### config.mk
export PLATFORM = sky130hd
export DESIGN_NAME = fetch_sequencer
export DESIGN_NICKNAME = d
export VERILOG_FILES = /design/src/rtl/riscv_pkg.sv /design/src/rtl/fetch_sequencer_next_pc_mux.sv /design/src/rtl/fetch_sequencer.sv
export SDC_FILE = /design/constraint.sdc
export NUM_CORES = 1
export LEC_CHECK = 0
export ABC_AREA = 1
export CORE_MARGIN = 2
export CORE_UTILIZATION = 49
export CTS_BUF_LIST = sky130_fd_sc_hd__clkbuf_16
export CTS_CLUSTER_SIZE = 8
export DETAILED_ROUTE_END_ITERATION = 12
export PLACE_DENSITY = 0.95
export SYNTH_ARGS = -nofsm -noshare
export SYNTH_HDL_FRONTEND = slang
export SYNTH_HIERARCHICAL = 1
export SYNTH_SLANG_ARGS = --single-unit
### constraint.sdc
create_clock -name clk -period 4 [get_ports clk]
set_input_delay 0.4 -clock clk [delete_from_list [all_inputs] [get_ports clk]]
set_output_delay 0.4 -clock clk [all_outputs]
set_load 0.005 [all_outputs]
### src/rtl/riscv_pkg.sv
// rtl/riscv_pkg.sv - shared fetch types: next-PC select encoding, fetch FSM states, reset constants
package riscv_pkg;

   typedef enum logic [1:0] {
      PC_PLUS4  = 2'b00,
      PC_BRANCH = 2'b01,
      PC_JUMP   = 2'b10
   } pc_src_t;

   typedef enum logic [1:0] {
      S_REQ  = 2'b00,
      S_WAIT = 2'b01,
      S_HOLD = 2'b10
   } fetch_state_t;

   localparam logic [31:0] RESET_PC_DEFAULT    = 32'h0000_0000;
   localparam logic [31:0] TRAP_VECTOR_DEFAULT = 32'h0000_0100;

endpackage

### src/rtl/fetch_sequencer_next_pc_mux.sv
// rtl/fetch_sequencer_next_pc_mux.sv - next-PC select: pc+4, branch target or jump target
module fetch_sequencer_next_pc_mux
   import riscv_pkg::*;
(
   input  pc_src_t     pc_src,
   input  logic [31:0] pc,
   input  logic [31:0] branch_target,
   input  logic [31:0] jump_target,
   output logic [31:0] next_pc
);

   // pc+4 wraps naturally at 2^32
   always_comb begin
      next_pc = pc + 32'd4;
      case (pc_src)
         PC_BRANCH: next_pc = branch_target;
         PC_JUMP:   next_pc = jump_target;
         default:   next_pc = pc + 32'd4;
      endcase
   end

endmodule

### src/rtl/fetch_sequencer.sv
// rtl/fetch_sequencer.sv - instruction fetch controller; optional MISALIGN_TRAP_EN traps misaligned redirects
module fetch_sequencer
   import riscv_pkg::*;
#(
   parameter logic [31:0] RESET_PC    = RESET_PC_DEFAULT,
   parameter logic [31:0] TRAP_VECTOR = TRAP_VECTOR_DEFAULT
) (
   input  logic        clk,
   input  logic        rst_n,
   input  logic        branch_taken,
   input  logic [31:0] branch_target,
   input  logic        jump_valid,
   input  logic [31:0] jump_target,
   output logic        imem_req_valid,
   input  logic        imem_req_ready,
   output logic [31:0] imem_addr,
   input  logic        imem_rsp_valid,
   input  logic [31:0] imem_rsp_data,
   output logic        inst_valid,
   input  logic        inst_ready,
   output logic [31:0] inst_data,
   output logic [31:0] inst_pc,
   output logic [1:0]  pc_src,
   output logic        misalign_fault
);

   fetch_state_t state;
   pc_src_t      sel;
   logic [31:0]  pc;
   logic [31:0]  mux_pc;
   logic [31:0]  pc_next;
   logic         redirect;
   logic         advance;
   logic         squash;
   logic         req_fire;

   assign redirect       = jump_valid | branch_taken;
   assign advance        = (state == S_HOLD) && inst_valid && inst_ready;
   assign req_fire       = imem_req_valid && imem_req_ready;
   assign imem_addr      = pc;
   assign pc_src         = sel;

   // jump beats branch when both arrive together; select is 00 whenever no redirect
   always_comb begin
      sel = PC_PLUS4;
      if (jump_valid)
         sel = PC_JUMP;
      else if (branch_taken)
         sel = PC_BRANCH;
   end

   fetch_sequencer_next_pc_mux u_next_pc_mux (
      .pc_src        (sel),
      .pc            (pc),
      .branch_target (branch_target),
      .jump_target   (jump_target),
      .next_pc       (mux_pc)
   );

`ifdef MISALIGN_TRAP_EN
   logic misaligned;
   logic fault_q;

   assign misaligned     = redirect && (mux_pc[1:0] != 2'b00);
   assign pc_next        = misaligned ? TRAP_VECTOR : mux_pc;
   assign misalign_fault = fault_q;

   // one-cycle fault pulse following a misaligned redirect
   always_ff @(posedge clk or negedge rst_n) begin
      if (!rst_n)
         fault_q <= 1'b0;
      else
         fault_q <= misaligned;
   end
`else
   logic unused_trap_vector;

   assign unused_trap_vector = ^TRAP_VECTOR;
   assign pc_next        = redirect ? {mux_pc[31:2], 2'b00} : mux_pc;
   assign misalign_fault = 1'b0;
`endif

   // fetch FSM: one outstanding request; a request already accepted when a redirect hits is squashed
   always_ff @(posedge clk or negedge rst_n) begin
      if (!rst_n) begin
         state          <= S_REQ;
         pc             <= RESET_PC;
         imem_req_valid <= 1'b0;
         squash         <= 1'b0;
         inst_valid     <= 1'b0;
         inst_data      <= 32'h0;
         inst_pc        <= 32'h0;
      end else begin
         if (redirect || advance)
            pc <= pc_next;
         case (state)
            S_REQ: begin
               if (req_fire) begin
                  state          <= S_WAIT;
                  imem_req_valid <= 1'b0;
                  squash         <= redirect;
               end else begin
                  imem_req_valid <= 1'b1;
               end
            end
            S_WAIT: begin
               if (imem_rsp_valid) begin
                  if (redirect || squash) begin
                     squash         <= 1'b0;
                     state          <= S_REQ;
                     imem_req_valid <= 1'b1;
                  end else begin
                     inst_valid <= 1'b1;
                     inst_data  <= imem_rsp_data;
                     inst_pc    <= pc;
                     state      <= S_HOLD;
                  end
               end else if (redirect) begin
                  squash <= 1'b1;
               end
            end
            S_HOLD: begin
               if (redirect || advance) begin
                  inst_valid     <= 1'b0;
                  state          <= S_REQ;
                  imem_req_valid <= 1'b1;
               end
            end
            default: begin
               state          <= S_REQ;
               imem_req_valid <= 1'b0;
               squash         <= 1'b0;
               inst_valid     <= 1'b0;
            end
         endcase
      end
   end

endmodule

# Yosys cells after proc, flatten, opt, wreduce, memory -nomap -nowiden
# Cells that the tools add are included.
dict set report op_classes {
  n_bitwise 4
  mux 23
  addsub 1
  n_eq_ne 11
  reduce_logical 11
}
# operator n
set ops {}
lappend ops {{case mux 32 bit (2 select lines)} 1}
lappend ops {{adder 32 x 3 -> 32 bit, second input constant} 1}
lappend ops {{two-way mux 1 bit} 12}
lappend ops {{two-way mux 2 bit} 6}
lappend ops {{case mux 1 bit (3 select lines)} 3}
lappend ops {{AND reduction 3 bit} 3}
lappend ops {{inequality test 2 bit, second input constant} 4}
lappend ops {{AND reduction 4 bit} 2}
lappend ops {{inequality test 3 bit, second input constant} 2}
lappend ops {{case mux 2 bit (3 select lines)} 1}
lappend ops {{equality test 2 x 1 -> 1 bit, second input constant} 2}
lappend ops {{equality test 2 bit, second input constant} 2}
lappend ops {{logical AND 1 bit} 3}
lappend ops {{inverter 1 bit} 3}
lappend ops {{logical NOT 2 bit} 1}
lappend ops {{logical OR 1 bit} 2}
lappend ops {{inequality test 2 x 1 -> 1 bit, second input constant} 1}
lappend ops {{OR 1 bit} 1}
dict set report word_totals {
  register_bits 101
  word_cells 57
}

# Depth between registers and ports, before layout
dict set report logic_depth {
  ltp_word 6
  mapped_depth 12
}

# By module
# Netlist, hierarchy kept.
# mod cells_per_inst area_per_inst_um2 instances
set by_module_without_submodules {}
lappend by_module_without_submodules {fetch_sequencer 429 3953.8 1}
lappend by_module_without_submodules {fetch_sequencer_next_pc_mux 318 1576.5 1}

# Worst setup path after synthesis
# No wires, ideal clock.
dict set report synth_path {
  path_type {input -> register}
  start {in branch_taken}
  end {reg pc[15], in the netlist imem_addr[15]}
  cell_stages 10
  t_arrival_ns 1.675
  required_time_ns 3.870
  path_buffers 1
  path_slack_ns 2.195
  path_cell_list {inv_1 -> nor2_1 -> inv_1 -> ha_1 -> clkinv_1 -> clkbuf_1 -> nand3_1 -> o21a_1 -> nand2_1 -> o21ai_0}
}
dict set report synth_between {
  elab_chain_len 4
  word_cells_on_any_way 7
}
# item line_no
set synth_lines {}
lappend synth_lines {{start, declared} fetch_sequencer.sv:10} ;# input logic branch_taken,
lappend synth_lines {{two-way mux 1 bit (*)} fetch_sequencer.sv:48} ;# else if (branch_taken)
lappend synth_lines {{two-way mux 2 bit (*)} fetch_sequencer.sv:46} ;# if (jump_valid)
lappend synth_lines {{net pc_src[0]} fetch_sequencer.sv:23} ;# output logic [1:0] pc_src,
lappend synth_lines {{equality test 2 bit / equality test 2 x 1 -> 1 bit (equally long branches)} fetch_sequencer_next_pc_mux.sv:15} ;# case (pc_src)
lappend synth_lines {{case mux 32 bit (2 select lines) (*)} fetch_sequencer_next_pc_mux.sv:15}
lappend synth_lines {{net mux_pc[15]} fetch_sequencer.sv:30} ;# logic [31:0] mux_pc;
lappend synth_lines {{end signal, assigned} fetch_sequencer.sv:95} ;# pc <= pc_next;
lappend synth_lines {{end, declared} fetch_sequencer.sv:29} ;# logic [31:0] pc;
# The timed path passes the listed nets; every way through them passes the cells marked *.
# A chain may end at the register's enable or synchronous reset.

# Worst setup path after layout
dict set report layout_path {
  start {in jump_valid}
  end {reg pc[9], in the netlist imem_addr[9]}
}
dict set report layout_between {
  elab_chain_len 3
  word_cells_on_any_way 6
}
# item line_no
set layout_lines {}
lappend layout_lines {{start, declared} fetch_sequencer.sv:12} ;# input logic jump_valid,
lappend layout_lines {{two-way mux 2 bit (*)} fetch_sequencer.sv:46}
lappend layout_lines {{equality test 2 bit / equality test 2 x 1 -> 1 bit (equally long branches)} fetch_sequencer_next_pc_mux.sv:15}
lappend layout_lines {{case mux 32 bit (2 select lines) (*)} fetch_sequencer_next_pc_mux.sv:15}
lappend layout_lines {{net mux_pc[9]} fetch_sequencer.sv:30}
# Marks and branches as above.

==> impl_metrics.yaml <==
placed_design:
  post-place-ws_ns: 1.09
  dp_hpwl_mm: 11.6
  gp_routability_congestion: 0.933
  portBuffers: 202
drt:
  wl_per_cell_um: 14.8
  vias: 5653
  drt_iter0_markers: 446
  vias_per_cell: 5.24
  first_pass_iters: 5
  drt_wl_total_mm: 15.9
  drc: 0
  postRouteAntennaNets: 0
power_and_ir_drop:
  swShare_pct: 32.7
  seqPwrFrac_pct: 40.6
  combPwrFrac_pct: 39.6
  ir_drop_mv: 0.332
  switching_power_mw: 1.34
  total_power_mw: 4.09
  p_int_mw: 2.75
  p_leak_nw: 3.63
  pwr-share-clk_pct: 19.8
  p_per_area_nw_per_um2: 518
clocking:
  cts_setup_buffers: 0
  cts_buffers: 9
  clk_latency_ns: 0.34
  hold_buffers: 0
  cts_num_sinks: 101
  cts_htree_levels: 3
  cts_resized: 0
  path_clk_slew_ns: 0.07
  cts_tree: "done"
  cts-root-buf: "clkbuf_16"
  cts_buffer_depth: 2
layout:
  fillerInstances: 861
  final_nets: 1043
  area_growth_pct: 42.7
  drive_gt1_share_pct: 4.90
  final_core_util_pct: 72.2
logic_synthesis:
  synth_edf_count: 0
  synthArstFlopShare_pct: 100
  ys_seq_area_share_pct: 45.7
  synth_top_area_cell: "dfrtp_1"
  syn_inst: 747
  synth_nets: 857
  synth_flop_cell: "dfrtp_1"
  synth-seq-cells: 101
  postSynthAreaPerCell_um2: 7.40
  synthTopCellsByArea: "dfrtp_1, nand2_1, o21ai_0, inv_1, a22o_1"
  synth_top_cell_area_share_pct: 45.7
  syn_area_um2: 5530
  synth.distinct_cells: 34
  yosysWarnings: 6
timing:
  setup_violations: 0
  layout_min_cycle_time_ns: 2.58
  hold_viol_final: 0
  maxSlewViolCount: 0
  finalWorstSetupSlack_ns: 1.42
  whs_ns: 0.210
  fmax_ghz: 0.388
  tightest_slew_ns: 1.31
  skew_ns: 0.0107
  max_slew_margin_pct: 12.7
  finalSetupTns_ns: 0
  rsz0062_at_grt: "no"
  post-route-period-util_pct: 64.5
critical_path:
  cp.arrival_ns: 2.83
  worstPathRequired_ns: 4.26
  path_max_fanout: 32
  r2r_start: "state[1]"
  critical_path.startpoint_type: "input pin"
  critPathKind: "input pin to register"
  regToRegEndpoint: "inst_data[13]"
  r2r_setup_slack_ns: 1.53
  rr_worst_depth: 7
  cp-end-kind: "register"
hold_path:
  hold_class: "input pin to asynchronous set/reset pin"
global_route:
  overflow: 0
  antenna_found_initial: 0
  grt_pass1_vias: 5371
  grt_pass1_wl_mm: 25.1
  grt_max_degree: 100
  grtUsageTotal_pct: 26.5
floorplanning:
  start_util_pct: 50.6
  design.die.area_um2: 12200
  die_w_um: 110
  die_h_um: 110
  fp-row-count: 38
  core_um2: 10900
  ios: 204
flow_run:
  maxCapViolCount: 0
outcome:
  outcome: "finished clean"
[cell type report]
type | instances | area, µm² | share of cell area [%]
clock buffers | 9 | 225 | 2.85
diodes | 1 | 2.50 | 0.0317
multi-input cells | 544 | 2580 | 32.8
inverters | 69 | 259 | 3.28
well taps | 140 | 175 | 2.22
clock inverters | 7 | 51.3 | 0.650
flip-flops and latches | 101 | 2530 | 32.0
repair buffers | 208 | 2060 | 26.2
[critical path, stage by stage]
cell and delay (ns):
clkdlybuf4s50_1 0.59, nor2_1 0.12, inv_1 0.07, ha_1 1.03, a22o_1 0.27, nand2_1 0.06
o21ai_0 0.09, nand2_1 0.09, o21ai_0 0.10
[synth_stat cells, drive strengths merged, types with 3 or more instances]
| cell | count |
|---|---|
| nand2 | 313 |
| dfrtp | 101 |
| o21ai | 77 |
| inv | 68 |
| nor2 | 58 |
| nand3 | 31 |
| a22o | 21 |
| clkbuf | 20 |
| a21oi | 14 |
| buf | 13 |
| ha | 7 |
| xor2 | 5 |
| a22oi | 3 |
| xnor2 | 3 |
[flip-flops by register name, indices dropped and copies added, names as in the netlist]
signal,cells
imem_addr,32
inst_data,32
inst_pc,32
state,2
imem_req_valid,1
inst_valid,1
squash,1
[layer usage]
metal | vias to the layer above | GRT usage [%] | part of all wire [%]
li1 | 2731 | - | -
met1 | 2638 | 34.1 | 41
met2 | 254 | 43.8 | 49
met3 | 30 | 5.29 | 8.3
met4 | 0 | 10.9 | 2.0
met5 | - | 0 | 0
[power groups by stage]
| stage | registers (mW) | logic, mW | clock network [mW] |
|---|---|---|---|
| 6_report | 1.66 | 1.62 | 0.811 |
| 5_1_grt | 1.71 | 1.80 | 0.869 |
| 4_1_cts | 1.66 | 1.64 | 0.820 |
| 3_5_place_dp | 1.67 | 1.64 | 0 |
| 3_3_place_gp | 1.65 | 1.58 | 0 |
| 2_1_floorplan | 1.66 | 0.603 | 0 |
[per-stage QoR]
| step | std cells | instance area, µm² |
|---|---|---|
| after global routing | 1078 | 7890 |
| final | 1079 | 7890 |
| after floorplan | 747 | 5530 |
| after CTS | 1078 | 7890 |
| after detailed placement | 1062 | 7610 |
| after global placement | 1062 | 7610 |
[worst max path at each step]
stage                 startpoint  slack, ns            end  depth (start not counted)
global route          jump_valid       1.24  imem_addr[18]                          9
floorplan           branch_taken       2.20  imem_addr[15]                         10
finish                jump_valid       1.42   imem_addr[9]                          9
CTS                   jump_valid       1.44   imem_addr[9]                          9
detailed placement    jump_valid       1.09  imem_addr[18]                          9
global placement      jump_valid       1.23  imem_addr[14]                          8
[kinds of logic (layout without fill, tap and decap cells)]
kind of cell / after synthesis / after routing / share of synthesized area (%)
AND/OR/NAND/NOR: 406 / 406 / 30.7
AO/OA/AOI/OAI: 122 / 122 / 13.0
buffers and inverters: 102 / 293 / 7.69
flip-flops: 101 / 101 / 45.7
XOR/XNOR: 8 / 8 / 1.27
adder cells (fa/ha/maj): 7 / 7 / 1.58
other: 1 / 2 / 0.0678
[cell usage in the layout, fill, tap and decap left out, drive strengths merged]
cell type / netlist / routed
dfrtp: 101 / 101
a21oi: 14 / 14
nand3: 31 / 31
buf: 13 / 7
nand3b: 1 / 1
conb: 1 / 1
a22oi: 3 / 3
diode: 0 / 1
ha: 7 / 7
nand2: 313 / 313
nor3: 1 / 1
o21bai: 2 / 2
o21ai: 77 / 77
xor2: 5 / 5
and3: 1 / 1
clkinv: 1 / 4
clkdlybuf4s50: 0 / 201
a21o: 1 / 1
inv: 68 / 70
nand4: 1 / 1
clkinvlp: 0 / 2
o21a: 2 / 2
clkbuf: 20 / 9
a22o: 21 / 21
nor2: 58 / 58
xnor2: 3 / 3
a221oi: 2 / 2
(Power assumes the default switching activity.)
